File: src/rtl/dma_chunk_sequencer.sv
// Splits one programmed DMA transfer into buffer-sized chunks and issues a
// read command then a write command per chunk to the AHB master.
module dma_chunk_sequencer #(
    parameter int BUFFER_SIZE = 4,
    parameter int LW          = $clog2(4*BUFFER_SIZE)+1
) (
    input  logic          hclk,
    input  logic          hreset,
    input  logic          cfg_start_i,
    input  logic [31:0]   cfg_src_addr_i,
    input  logic [31:0]   cfg_dst_addr_i,
    input  logic [15:0]   cfg_length_i,
    input  logic [1:0]    cfg_size_i,
    input  logic          cfg_src_incr_i,
    input  logic          cfg_dst_incr_i,
    output logic          busy_o,
    output logic          done_o,
    output logic          error_o,
    output logic          m_valid_o,
    output logic          m_mode_o,
    output logic [31:0]   m_rd_addr_o,
    output logic [31:0]   m_wr_addr_o,
    output logic [LW-1:0] m_length_o,
    output logic [1:0]    m_size_o,
    output logic          m_incr_o,
    output logic          m_race_o,
    output logic          m_enable_o,
    input  logic          m_next_i,
    input  logic          m_last_i,
    input  logic          m_last_write_i,
    input  logic          m_hresp_i
);

    typedef enum logic [2:0] {IDLE, RD_REQ, RD_WAIT, WR_REQ, WR_WAIT} state_t;

    localparam logic [15:0] CMAX = 16'(4*BUFFER_SIZE);

    state_t      state_q, state_d;
    logic [31:0] src_q, src_d;
    logic [31:0] dst_q, dst_d;
    logic [15:0] rem_q, rem_d;
    logic [1:0]  size_q, size_d;
    logic        src_incr_q, src_incr_d;
    logic        dst_incr_q, dst_incr_d;
    logic        done_q, done_d;
    logic        error_q, error_d;

    logic [15:0] chunk;
    logic        cfg_bad;
    logic        wr_phase;

    assign chunk   = (rem_q > CMAX) ? CMAX : rem_q;
    assign cfg_bad = (cfg_size_i == 2'd3) ||
                     (cfg_size_i == 2'd1 && cfg_length_i[0]) ||
                     (cfg_size_i == 2'd2 && (|cfg_length_i[1:0]));

    always_ff @(posedge hclk or posedge hreset) begin
        if (hreset) begin
            state_q    <= IDLE;
            src_q      <= '0;
            dst_q      <= '0;
            rem_q      <= '0;
            size_q     <= '0;
            src_incr_q <= 1'b0;
            dst_incr_q <= 1'b0;
            done_q     <= 1'b0;
            error_q    <= 1'b0;
        end else begin
            state_q    <= state_d;
            src_q      <= src_d;
            dst_q      <= dst_d;
            rem_q      <= rem_d;
            size_q     <= size_d;
            src_incr_q <= src_incr_d;
            dst_incr_q <= dst_incr_d;
            done_q     <= done_d;
            error_q    <= error_d;
        end
    end

    always_comb begin
        state_d    = state_q;
        src_d      = src_q;
        dst_d      = dst_q;
        rem_d      = rem_q;
        size_d     = size_q;
        src_incr_d = src_incr_q;
        dst_incr_d = dst_incr_q;
        done_d     = 1'b0;
        error_d    = 1'b0;
        case (state_q)
            IDLE: begin
                if (cfg_start_i) begin
                    src_d      = cfg_src_addr_i;
                    dst_d      = cfg_dst_addr_i;
                    rem_d      = cfg_length_i;
                    size_d     = cfg_size_i;
                    src_incr_d = cfg_src_incr_i;
                    dst_incr_d = cfg_dst_incr_i;
                    if (cfg_length_i == 16'd0) done_d = 1'b1;
                    else if (cfg_bad)          error_d = 1'b1;
                    else                       state_d = RD_REQ;
                end
            end
            RD_REQ:  if (m_next_i) state_d = RD_WAIT;
            RD_WAIT: if (m_last_i) state_d = WR_REQ;
            WR_REQ:  if (m_next_i) state_d = WR_WAIT;
            WR_WAIT: begin
                if (m_last_write_i) begin
                    rem_d = rem_q - chunk;
                    if (src_incr_q) src_d = src_q + 32'(chunk);
                    if (dst_incr_q) dst_d = dst_q + 32'(chunk);
                    if (rem_d == 16'd0) begin
                        state_d = IDLE;
                        done_d  = 1'b1;
                    end else begin
                        state_d = RD_REQ;
                    end
                end
            end
            default: state_d = IDLE;
        endcase
        // Bus error wins over any handshake seen in the same cycle.
        if (state_q != IDLE && m_hresp_i) begin
            state_d    = IDLE;
            done_d     = 1'b0;
            error_d    = 1'b1;
            src_d      = '0;
            dst_d      = '0;
            rem_d      = '0;
            size_d     = '0;
            src_incr_d = 1'b0;
            dst_incr_d = 1'b0;
        end
    end

    assign wr_phase    = (state_q == WR_REQ) || (state_q == WR_WAIT);
    assign busy_o      = (state_q != IDLE);
    assign done_o      = done_q;
    assign error_o     = error_q;
    assign m_valid_o   = (state_q == RD_REQ) || (state_q == WR_REQ);
    assign m_mode_o    = wr_phase;
    assign m_rd_addr_o = src_q;
    assign m_wr_addr_o = dst_q;
    assign m_length_o  = chunk[LW-1:0];
    assign m_size_o    = size_q;
    assign m_incr_o    = busy_o & (wr_phase ? dst_incr_q : src_incr_q);
    assign m_race_o    = 1'b0;
    assign m_enable_o  = busy_o;

endmodule

File: config.mk
export PLATFORM = sky130hd
export DESIGN_NAME = dma_chunk_sequencer
export DESIGN_NICKNAME = d
export VERILOG_FILES = /design/src/rtl/dma_chunk_sequencer.sv
export SDC_FILE = /design/constraint.sdc
export NUM_CORES = 1
export LEC_CHECK = 0
export CAP_MARGIN = 20
export CORE_MARGIN = 2
export CORE_UTILIZATION = 50
export CTS_CLUSTER_DIAMETER = 150
export DETAILED_ROUTE_END_ITERATION = 6
export PLACE_DENSITY = 0.88
export SETUP_SLACK_MARGIN = 0.15
export SYNTH_ARGS = -nofsm -noshare
export SYNTH_HDL_FRONTEND = slang
export SYNTH_SLANG_ARGS = --single-unit
File: constraint.sdc
create_clock -name hclk -period 4.5 [get_ports hclk]
set_clock_uncertainty 0.1 [all_clocks]
set_input_delay 0.9 -clock hclk [delete_from_list [all_inputs] [get_ports hclk]]
set_output_delay 0.9 -clock hclk [all_outputs]
set_load 0.005 [all_outputs]
==> metrics.cfg <==
[global_routing]
grt_pass1_vias=6660
grt_use_total_pct=28.3
met3_usage_pct=4.58
grt_pass1_wl_um=32500
grt_max_degree=74
overflow=0
gr-usage-met2_pct=45.8
grt_use_met1_pct=37.6
antenna_found_initial=1
grt_busiest_layer=met2

[critical_path]
critPathKind=reg2reg
crit_path_top_delay_cell=dfrtp_1
crit_family=simple AND/OR/NAND/NOR gates
r2r-end=m_rd_addr_o[18]$_DFFE_PP0P_
rr_worst_depth=15
rrSetupSlack_ns=0.40
crit_top_cell=o21ai_0
start_kind=flop
cp.arrival_ns=4.25
crit_path_max_fanout=12
path_buf_inv=2
critical_path.cell_chain=or3_4 -> nor2_2 -> and3_1 -> ha_1 -> inv_1 -> fa_1 -> nor2b_1 -> o2111ai_1 -> a21oi_1 -> o21ai_0 -> o21ai_1 -> buf_4 -> nand3_1 -> xor2_1 -> o21ai_0
cpPeakStageDelay_ns=0.51
cp-end-kind=flop
regToRegStartpoint=rem_q[5]$_DFFE_PP0P_
required_ns=4.65

[power]
ir_worst_vdd_uv=333
p_leak_nw=3.68
cellPowerDensity_nw_per_um2=609

[floorplan]
die_w_um=119
coreArea_um2=12700
die_y_um=119
dieArea_um2=14100
ios=170
placement_rows=41
start_util_pct=51.8

[timing]
tns_ns=0
worst_pin_slew_ns=0.974
timing.slew.headroom_pct=35.0
slew_viol_final=0
min_period_ns=4.10
rsz0062_at_grt=false
fmax_mhz=244
hold_violations=0
timing.final.crit_share_pct=91.1
setup_viol=0

[clock_tree]
clk_latency_ns=0.35
cts_sinks=89
cts_root_buffer=clkbuf_16
cts_buffers=9
htree_levels=3
path_clk_slew_ns=0.07
cts_tree=built
clock_path_buffers=2

[min_path]
min_from=m_wr_addr_o[3]$_DFFE_PP0P_
hold_end=m_wr_addr_o[3]$_DFFE_PP0P_
whs_path_depth=2
hp-class=reg2reg

[synth]
ys_ff_latch=89
async_flop_share_pct=100
synth_edf_count=0
synth_ff_type=dfrtp_1
syn_avg_cell_area_um2=8.20
ys_warn_count=0
ys_seq_area_share_pct=33.8
synthCells=803
synth_cell_types=72
syn-cell-area_um2=6580

[layout]
drive_above_1_share_pct=5.94
areaGrowthSynthToFinish_pct=32.9
mostFrequentLayoutCell=clkdlybuf4s50_1
final_util_pct=68.8
final_cell_mix=168 x clkdlybuf4s50_1, 104 x o21ai_0, 89 x dfrtp_1
nNetsFinal=1097

[drt]
routed_wl_um=19800
ant_nets=0
wl_per_cell_um=17.3
drtPass1Iterations=5
first_iter_violations=647
vias=6871
viasPerCell=5.98
drc_errors=0

[place]
post-dp-hpwl_um=14200
numPortBuffers=168
gp_congestion=0.928

[flow_run]
cap_violations=0

[status]
status=finished, final reports clean

==> worst register-to-register path, delay by kind of cell (launching register included) <==
kind	cells	cell delay [ns]
compound gates	5	0.97
buf+inv	2	0.30
fa+ha+maj	2	0.63
flops	1	0.51
xor+xnor	1	0.16
simple gates	5	1.34
==> per-stage QoR <==
step           hold WS (ns)  instance area [um2]  cells  setup slack (ns)  power (W)
3_5_place_dp          0.404                 8460   1132             0.251    0.00450
5_1_grt               0.465                 8750   1149             0.154    0.00573
6_report              0.424                 8750   1149             0.402    0.00533
3_3_place_gp          0.397                 8460   1132             0.413    0.00443
4_1_cts               0.418                 8720   1148             0.220    0.00523
2_1_floorplan         0.371                 6670    825             0.747    0.00333
==> cell type report <==
class	instances	area (um2)
repair buffers	183	1790
diodes	1	2.50
inverters	18	68.8
multi-input cells	670	4170
clock inverters	2	13.8
well taps	172	215
flip-flops and latches	89	2230
clock buffers	14	254
fillers	1052	3970
==> how the worst max path moves through the flow <==
stage                           from                           to  slack (ns)  cells past startpoint
2_1_floorplan   rem_q[6]$_DFFE_PP0P_  m_wr_addr_o[28]$_DFFE_PP0P_        0.75                     16
3_3_place_gp    rem_q[5]$_DFFE_PP0P_  m_wr_addr_o[28]$_DFFE_PP0P_        0.41                     14
3_5_place_dp    rem_q[5]$_DFFE_PP0P_  m_wr_addr_o[28]$_DFFE_PP0P_        0.25                     14
4_1_cts         rem_q[5]$_DFFE_PP0P_  m_wr_addr_o[28]$_DFFE_PP0P_        0.22                     14
5_1_grt        rem_q[12]$_DFFE_PP0P_  m_wr_addr_o[28]$_DFFE_PP0P_        0.15                     15
6_report        rem_q[5]$_DFFE_PP0P_  m_rd_addr_o[18]$_DFFE_PP0P_        0.40                     15
==> per-layer routing <==
layer | up-vias | part of all wire, %
li1 | 3279 | -
met1 | 3218 | 43
met2 | 331 | 46
met3 | 43 | 7.7
met4 | 0 | 2.9
met5 | - | 0
==> cells in the mapped netlist, drive strengths merged, types with 15 or more instances <==
cell	n	share of area, %
nand2	81	4.6
nor2	64	3.7
nor3	19	1.5
nand3	33	2.7
clkbuf	33	1.9
o21ai	108	8.4
inv	18	1.0
ha	33	6.3
buf	15	1.6
dfrtp	89	34
a22oi	27	3.1
a21oi	55	4.2
xor2	28	3.7
==> power breakdown <==
part	internal (W)	switching (W)	leakage (nW)
sequential	0.00113	0.000442	1.18
combinational	0.00146	0.00159	2.37
clock	0.000391	0.000321	0.131
total	0.00298	0.00235	3.68
==> kinds of logic after synthesis <==
group | Yosys count | synth area share [%]
flip-flops | 89 | 33.8
XOR/XNOR | 36 | 4.79
buffers and inverters | 66 | 4.54
AND/OR/NAND/NOR | 279 | 21.0
multiplexers | 10 | 1.58
AO/OA/AOI/OAI | 286 | 27.3
other | 2 | 0.114
adder cells (fa/ha/maj) | 35 | 6.88
==> state kept, by name (all words and copies together) (netlist names), 2 cells and up <==
name / cells
m_rd_addr_o: 32
m_wr_addr_o: 32
rem_q: 16
state_q: 3
m_size_o: 2
==> repair_timing <==
action	in CTS	in global routing
endpoints found under the setup margin	0	29
gates resized for setup	0	5
hold buffers	0	0
buffers inserted	0	0
Power figures use the tool's default switching activity.
